**src/rtl/hook_motion_ctrl.sv**
```systemverilog
// Hook motion controller: on each accepted frame tick, swings, extends or retracts the hook, then registers the tip position and issues one redraw request.
// Optional HOOK_OVERRUN_CNT_EN adds overrun_cnt, a saturating count of frame ticks dropped while the renderer is busy.

module hook_motion_ctrl #(
  parameter int PIVOT_X       = 160,
  parameter int PIVOT_Y       = 40,
  parameter int LEN_MIN       = 20,
  parameter int LEN_MAX       = 200,
  parameter int EXT_STEP      = 4,
  parameter int RET_STEP      = 4,
  parameter int RET_STEP_SLOW = 1,
  parameter int DEG_MIN       = 10,
  parameter int DEG_MAX       = 170,
  parameter int DEG_STEP      = 2
) (
  input  logic       clock,
  input  logic       resetn,
  input  logic       frame_tick,
  input  logic       fire,
  input  logic       grab,
  input  logic       carrying,
  input  logic       draw_done,
  output logic       draw_en,
  output logic [8:0] hook_degree,
  output logic [8:0] hook_x,
  output logic [9:0] hook_y,
  output logic [8:0] hook_len,
  output logic [1:0] hook_state,
  output logic       cycle_done
`ifdef HOOK_OVERRUN_CNT_EN
  , output logic [7:0] overrun_cnt
`endif
);

  typedef enum logic [1:0] {
    ST_SWING   = 2'd0,
    ST_EXTEND  = 2'd1,
    ST_RETRACT = 2'd2
  } state_t;

  localparam logic [8:0] D_MIN  = 9'(DEG_MIN);
  localparam logic [8:0] D_MAX  = 9'(DEG_MAX);
  localparam logic [8:0] D_STEP = 9'(DEG_STEP);
  localparam logic [8:0] L_MIN  = 9'(LEN_MIN);
  localparam logic [8:0] L_MAX  = 9'(LEN_MAX);
  localparam logic [8:0] L_EXT  = 9'(EXT_STEP);
  localparam logic [8:0] L_RET  = 9'(RET_STEP);
  localparam logic [8:0] L_SLOW = 9'(RET_STEP_SLOW);

  // round(128*sin(2k deg)) for k = 0..45
  localparam logic [7:0] SIN_Q7 [46] = '{
    8'd0,   8'd4,   8'd9,   8'd13,  8'd18,  8'd22,  8'd27,  8'd31,  8'd35,  8'd40,
    8'd44,  8'd48,  8'd52,  8'd56,  8'd60,  8'd64,  8'd68,  8'd72,  8'd75,  8'd79,
    8'd82,  8'd86,  8'd89,  8'd92,  8'd95,  8'd98,  8'd101, 8'd104, 8'd106, 8'd109,
    8'd111, 8'd113, 8'd115, 8'd117, 8'd119, 8'd120, 8'd122, 8'd123, 8'd124, 8'd125,
    8'd126, 8'd127, 8'd127, 8'd128, 8'd128, 8'd128
  };

  state_t             state;
  logic               dir_up;
  logic               fire_pending;
  logic               pos_pending;
  logic               wait_done;
  logic               busy;
  logic               accept;
  logic [8:0]         ang;
  logic [5:0]         idx;
  logic [7:0]         sin_v;
  logic [7:0]         cos_v;
  logic [16:0]        prod_x;
  logic [16:0]        prod_y;
  logic signed [11:0] x_raw;
  logic signed [11:0] y_raw;
  logic [8:0]         x_pos;
  logic [9:0]         y_pos;
  logic [8:0]         ret_step;
  logic [8:0]         ext_len;

  // Handshake: draw_en pulses once when a fresh position is registered; every output then
  // holds until draw_done is sampled high, which ends busy. Ticks seen while busy are dropped.
  assign busy       = pos_pending | wait_done;
  assign accept     = frame_tick & ~busy;
  assign hook_state = state;

  always_comb begin
    ang    = (hook_degree <= 9'd90) ? hook_degree : 9'd180 - hook_degree;
    idx    = 6'(ang >> 1);
    sin_v  = SIN_Q7[idx];
    cos_v  = SIN_Q7[6'd45 - idx];
    prod_x = 17'(hook_len) * 17'(cos_v);
    prod_y = 17'(hook_len) * 17'(sin_v);
    if (hook_degree <= 9'd90) x_raw = 12'(PIVOT_X) + 12'(prod_x >> 7);
    else                      x_raw = 12'(PIVOT_X) - 12'(prod_x >> 7);
    y_raw = 12'(PIVOT_Y) + 12'(prod_y >> 7);
    if (x_raw < 12'sd0)        x_pos = 9'd0;
    else if (x_raw > 12'sd319) x_pos = 9'd319;
    else                       x_pos = x_raw[8:0];
    if (y_raw < 12'sd0)        y_pos = 10'd0;
    else if (y_raw > 12'sd239) y_pos = 10'd239;
    else                       y_pos = y_raw[9:0];
    ret_step = carrying ? L_SLOW : L_RET;
    ext_len  = (hook_len + L_EXT >= L_MAX) ? L_MAX : hook_len + L_EXT;
  end

  always_ff @(posedge clock or negedge resetn) begin
    if (!resetn) begin
      state        <= ST_SWING;
      hook_degree  <= 9'd90;
      dir_up       <= 1'b1;
      hook_len     <= L_MIN;
      hook_x       <= 9'(PIVOT_X);
      hook_y       <= 10'(PIVOT_Y + LEN_MIN);
      draw_en      <= 1'b0;
      cycle_done   <= 1'b0;
      fire_pending <= 1'b0;
      pos_pending  <= 1'b0;
      wait_done    <= 1'b0;
    end else begin
      draw_en    <= 1'b0;
      cycle_done <= 1'b0;
      if (state == ST_SWING && fire) fire_pending <= 1'b1;
      if (wait_done && draw_done) wait_done <= 1'b0;
      if (pos_pending) begin
        pos_pending <= 1'b0;
        draw_en     <= 1'b1;
        wait_done   <= 1'b1;
        hook_x      <= x_pos;
        hook_y      <= y_pos;
      end
      if (accept) begin
        pos_pending <= 1'b1;
        case (state)
          ST_SWING: begin
            if (fire_pending) begin
              state        <= ST_EXTEND;
              fire_pending <= 1'b0;
              hook_len     <= ext_len;
            end else if (dir_up) begin
              if (hook_degree + D_STEP >= D_MAX) begin
                hook_degree <= D_MAX;
                dir_up      <= 1'b0;
              end else begin
                hook_degree <= hook_degree + D_STEP;
              end
            end else if (hook_degree <= D_MIN + D_STEP) begin
              hook_degree <= D_MIN;
              dir_up      <= 1'b1;
            end else begin
              hook_degree <= hook_degree - D_STEP;
            end
          end
          ST_EXTEND: begin
            if (grab) begin
              state <= ST_RETRACT;
            end else begin
              hook_len <= ext_len;
              if (ext_len == L_MAX) state <= ST_RETRACT;
            end
          end
          ST_RETRACT: begin
            if (hook_len <= L_MIN + ret_step) begin
              hook_len   <= L_MIN;
              state      <= ST_SWING;
              cycle_done <= 1'b1;
            end else begin
              hook_len <= hook_len - ret_step;
            end
          end
          default: state <= ST_SWING;
        endcase
      end
    end
  end

`ifdef HOOK_OVERRUN_CNT_EN
  always_ff @(posedge clock or negedge resetn) begin
    if (!resetn) begin
      overrun_cnt <= 8'd0;
    end else if (frame_tick && busy && overrun_cnt != 8'hFF) begin
      overrun_cnt <= overrun_cnt + 8'd1;
    end
  end
`endif

endmodule

```
**config.mk**
```make
export PLATFORM = sky130hd
export DESIGN_NAME = hook_motion_ctrl
export DESIGN_NICKNAME = d
export VERILOG_FILES = /design/src/rtl/hook_motion_ctrl.sv
export SDC_FILE = /design/constraint.sdc
export NUM_CORES = 1
export LEC_CHECK = 0
export BUFFER_PORTS_ARGS = -buffer_cell sky130_fd_sc_hd__buf_2
export CORE_ASPECT_RATIO = 1.75
export CORE_MARGIN = 2
export CORE_UTILIZATION = 54
export CTS_CLUSTER_DIAMETER = 100
export DETAILED_ROUTE_END_ITERATION = 6
export PLACE_DENSITY = 0.74
export SETUP_SLACK_MARGIN = 0.2
export SYNTH_ARGS = -nofsm -noshare
export SYNTH_HDL_FRONTEND = slang
export SYNTH_SLANG_ARGS = --single-unit
export TNS_END_PERCENT = 50
```
**constraint.sdc**
```tcl
create_clock -name clock -period 9.6 [get_ports clock]
set_input_delay 0.48 -clock clock [delete_from_list [all_inputs] [get_ports clock]]
set_output_delay 0.48 -clock clock [all_outputs]
set_load 0.03 [all_outputs]
```
==> results.json <==
{
  "worst_ep_arrival_time_ns": 9.17,
  "grt_usage": 0.289,
  "worstSetupEndpoint": "hook_x[6]",
  "critPathMaxFanout": 14,
  "synthesis.nets": 1348,
  "syn2layout_area_growth_pct": 9.05,
  "worstMarginPinSlew_ns": 1.04,
  "die-width_um": 104,
  "wl_per_cell_um": 18.3,
  "cts_tree": "yes",
  "cts_num_sinks": 44,
  "io_buffers": 46,
  "worst_ep_required_time_ns": 9.80,
  "rsz0062_at_grt": "no",
  "period_share": 0.934,
  "numCtsBuffers": 5,
  "mostFrequentLayoutCells": "122 x inv_1, 97 x nand2_1, 88 x nor2_1, 87 x ha_1, 82 x fa_1",
  "synth_cell_type_count": 93,
  "dieArea_um2": 18500,
  "viasPerCell": 6.16,
  "relSlewSlack": 0.300,
  "hold_viol": 0,
  "synth_area_leaders": "fa_1 17%, ha_1 12%, dfrtp_1 8.2%",
  "clk_latency_ns": 0.31,
  "synthCells": 1167,
  "finClkSkew_ns": 0.00977,
  "row_count": 63,
  "r2r_slack_ns": 0.63,
  "clock_path_buffers": 2,
  "vias": 8776,
  "htreeDepth": 2,
  "synth_edf_count": 0,
  "yosys_warnings": 0,
  "yosysTopAreaCell": "fa_1",
  "r2r.worst_path.cells": 39,
  "synth_top_area_share": 0.174,
  "io_pins": 48,
  "worstSetupPathType": "reg2reg",
  "fin_hold_ws_ns": 0.258,
  "cpMostUsedCell": "inv_1",
  "grt_pass1_vias": 9113,
  "dpl_cell_area_um2": 9930,
  "status": "completed",
  "drt_iter0_drc": 447,
  "design_area_um2": 10300,
  "cts_hold_buf": 0,
  "root_buffer": "clkbuf_16",
  "synth_flop_cell": "dfrtp_1",
  "hold_class": "in2async",
  "max_freq_mhz": 111,
  "synth-async-reset-ratio": 1.00,
  "cp_slowest_stage_delay_ns": 0.58,
  "grt_pass1_wl_mm": 43.5,
  "nNetsFinal": 1378,
  "ant_nets": 0,
  "rr_endpoint": "hook_x[6]",
  "routed_wl_mm": 26.1,
  "hpwl_mm": 20.6,
  "antenna_found_initial": 0,
  "startpoint": "hook_degree[1]",
  "use_met1": 0.294,
  "setup_viol": 0,
  "gp_congestion": 0.978,
  "path_clk_slew_ns": 0.08,
  "ys_seq_area_frac": 0.119,
  "grt.overflow.total": 0,
  "grt_use_met3": 0.0334,
  "first_pass_iters": 5,
  "r2r_start": "hook_degree[1]",
  "maxCapViolations": 0,
  "fin_setup_tns_ns": 0,
  "multi_input_area_um2": 7690,
  "final_common_cell": "inv_1",
  "crit_path_start_kind": "flop",
  "grt.busiest_layer": "met2",
  "nFillCells": 1599,
  "regArea_um2": 1120,
  "use_met2": 0.557,
  "diodes": 0,
  "synth_area_per_cell_um2": 8.07,
  "finalCriticalPeriod_ns": 8.97,
  "die_h_um": 179,
  "start_util": 0.553,
  "grt_start_max_net_pins": 45,
  "drv_slew": 0,
  "ys_ff_latch": 44,
  "core-area_um2": 17000,
  "endpoint_kind": "flop",
  "cp_slowest_cell": "dfstp_2",
  "drive_gt1_frac": 0.141,
  "syn_area_um2": 9410,
  "remaining_drc_errors": 0
}
-- cells in the mapped netlist (6+ instances only) --
library cell and n:
a211o_1 6, a211oi_1 8, a21o_1 12, a21oi_1 48
a221oi_1 6, a31oi_1 13, a32oi_1 9, and2_1 52
and3_1 23, buf_2 12, clkbuf_1 43, dfrtp_1 31
dfstp_2 13, fa_1 82, ha_1 92, inv_1 122
mux2i_1 8, nand2_1 99, nand2b_1 19, nand3_1 30
nor2_1 89, nor2b_1 27, nor3_1 30, nor4_1 7
o211ai_1 15, o21a_1 10, o21ai_0 56, o21ai_1 9
o22ai_1 7, o31ai_1 6, or3_1 9, xnor2_1 32
xor2_1 15
-- area by class of cell --
type | count | area share
multi-input combinational | 933 | 0.750
clock inverter | 3 | 0.00207
inverter | 124 | 0.0453
timing repair buffer | 89 | 0.0542
tap | 227 | 0.0277
sequential | 44 | 0.109
clock buffer | 5 | 0.0122
-- stage by stage --
stage / instances / utilization / setup slack [ns]
final: 1425 / 0.603 / 0.630
after global routing: 1425 / 0.603 / 0.163
after CTS: 1414 / 0.594 / 0.275
after detailed placement: 1405 / 0.583 / 0.102
after global placement: 1405 / 0.583 / 0.359
after floorplan: 1167 / - / 0.220
-- worst min path at each step --
stage	from	end	slack [ns]	cells after the start
after detailed placement	hook_y[4]	hook_y[4]	0.47	1
after floorplan	resetn	cycle_done	0.18	0
after CTS	resetn	hook_len[6]	0.29	2
after global routing	resetn	hook_len[6]	0.33	2
final	resetn	hook_len[6]	0.26	2
after global placement	hook_x[5]	hook_x[5]	0.45	2
-- metal layers --
metal  wire (um)  vias to the layer above
met2       14100                      282
met4        1630                        0
li1            -                     4108
met5           0                        -
met3        1020                      117
met1        9310                     4269
-- repair_timing --
| action | 4_1_cts | 5_1_grt |
|---|---|---|
| buffers inserted | 1 | 11 |
| gates resized for setup | 3 | 14 |
| pin swaps | 1 | 8 |
| setup endpoints to repair | 8 | 14 |
-- worst max-delay path: cells and delay by family (launching register included) --
family,cells,cell delay (ns)
multiplexers,1,0.14
adder cells (fa/ha/maj),7,2.72
AND/OR/NAND/NOR,5,0.85
AO/OA/AOI/OAI,15,3.04
flip-flops,1,0.58
buffers and inverters,9,0.90
XOR/XNOR,2,0.62
-- sequential cells by signal (all words and copies together) (netlist names) --
register	cells
hook_y	10
hook_len	9
hook_x	9
hook_degree	8
hook_state	2
cycle_done	1
dir_up	1
draw_en	1
fire_pending	1
pos_pending	1
wait_done	1
-- cells by family (layout without fill, tap and decap cells) --
family | Yosys count | count (layout) | synth area share
AO/OA/AOI/OAI | 282 | 282 | 0.217
XOR/XNOR | 49 | 49 | 0.0472
adder cells (fa/ha/maj) | 174 | 174 | 0.297
buffers and inverters | 190 | 221 | 0.0821
flip-flops | 44 | 44 | 0.119
multiplexers | 10 | 10 | 0.0112
other | 1 | 1 | 0.000398
AND/OR/NAND/NOR | 417 | 417 | 0.227
Power is not shown: default switching activity piles up to over one toggle a cycle in this logic, so the estimate is an artifact.
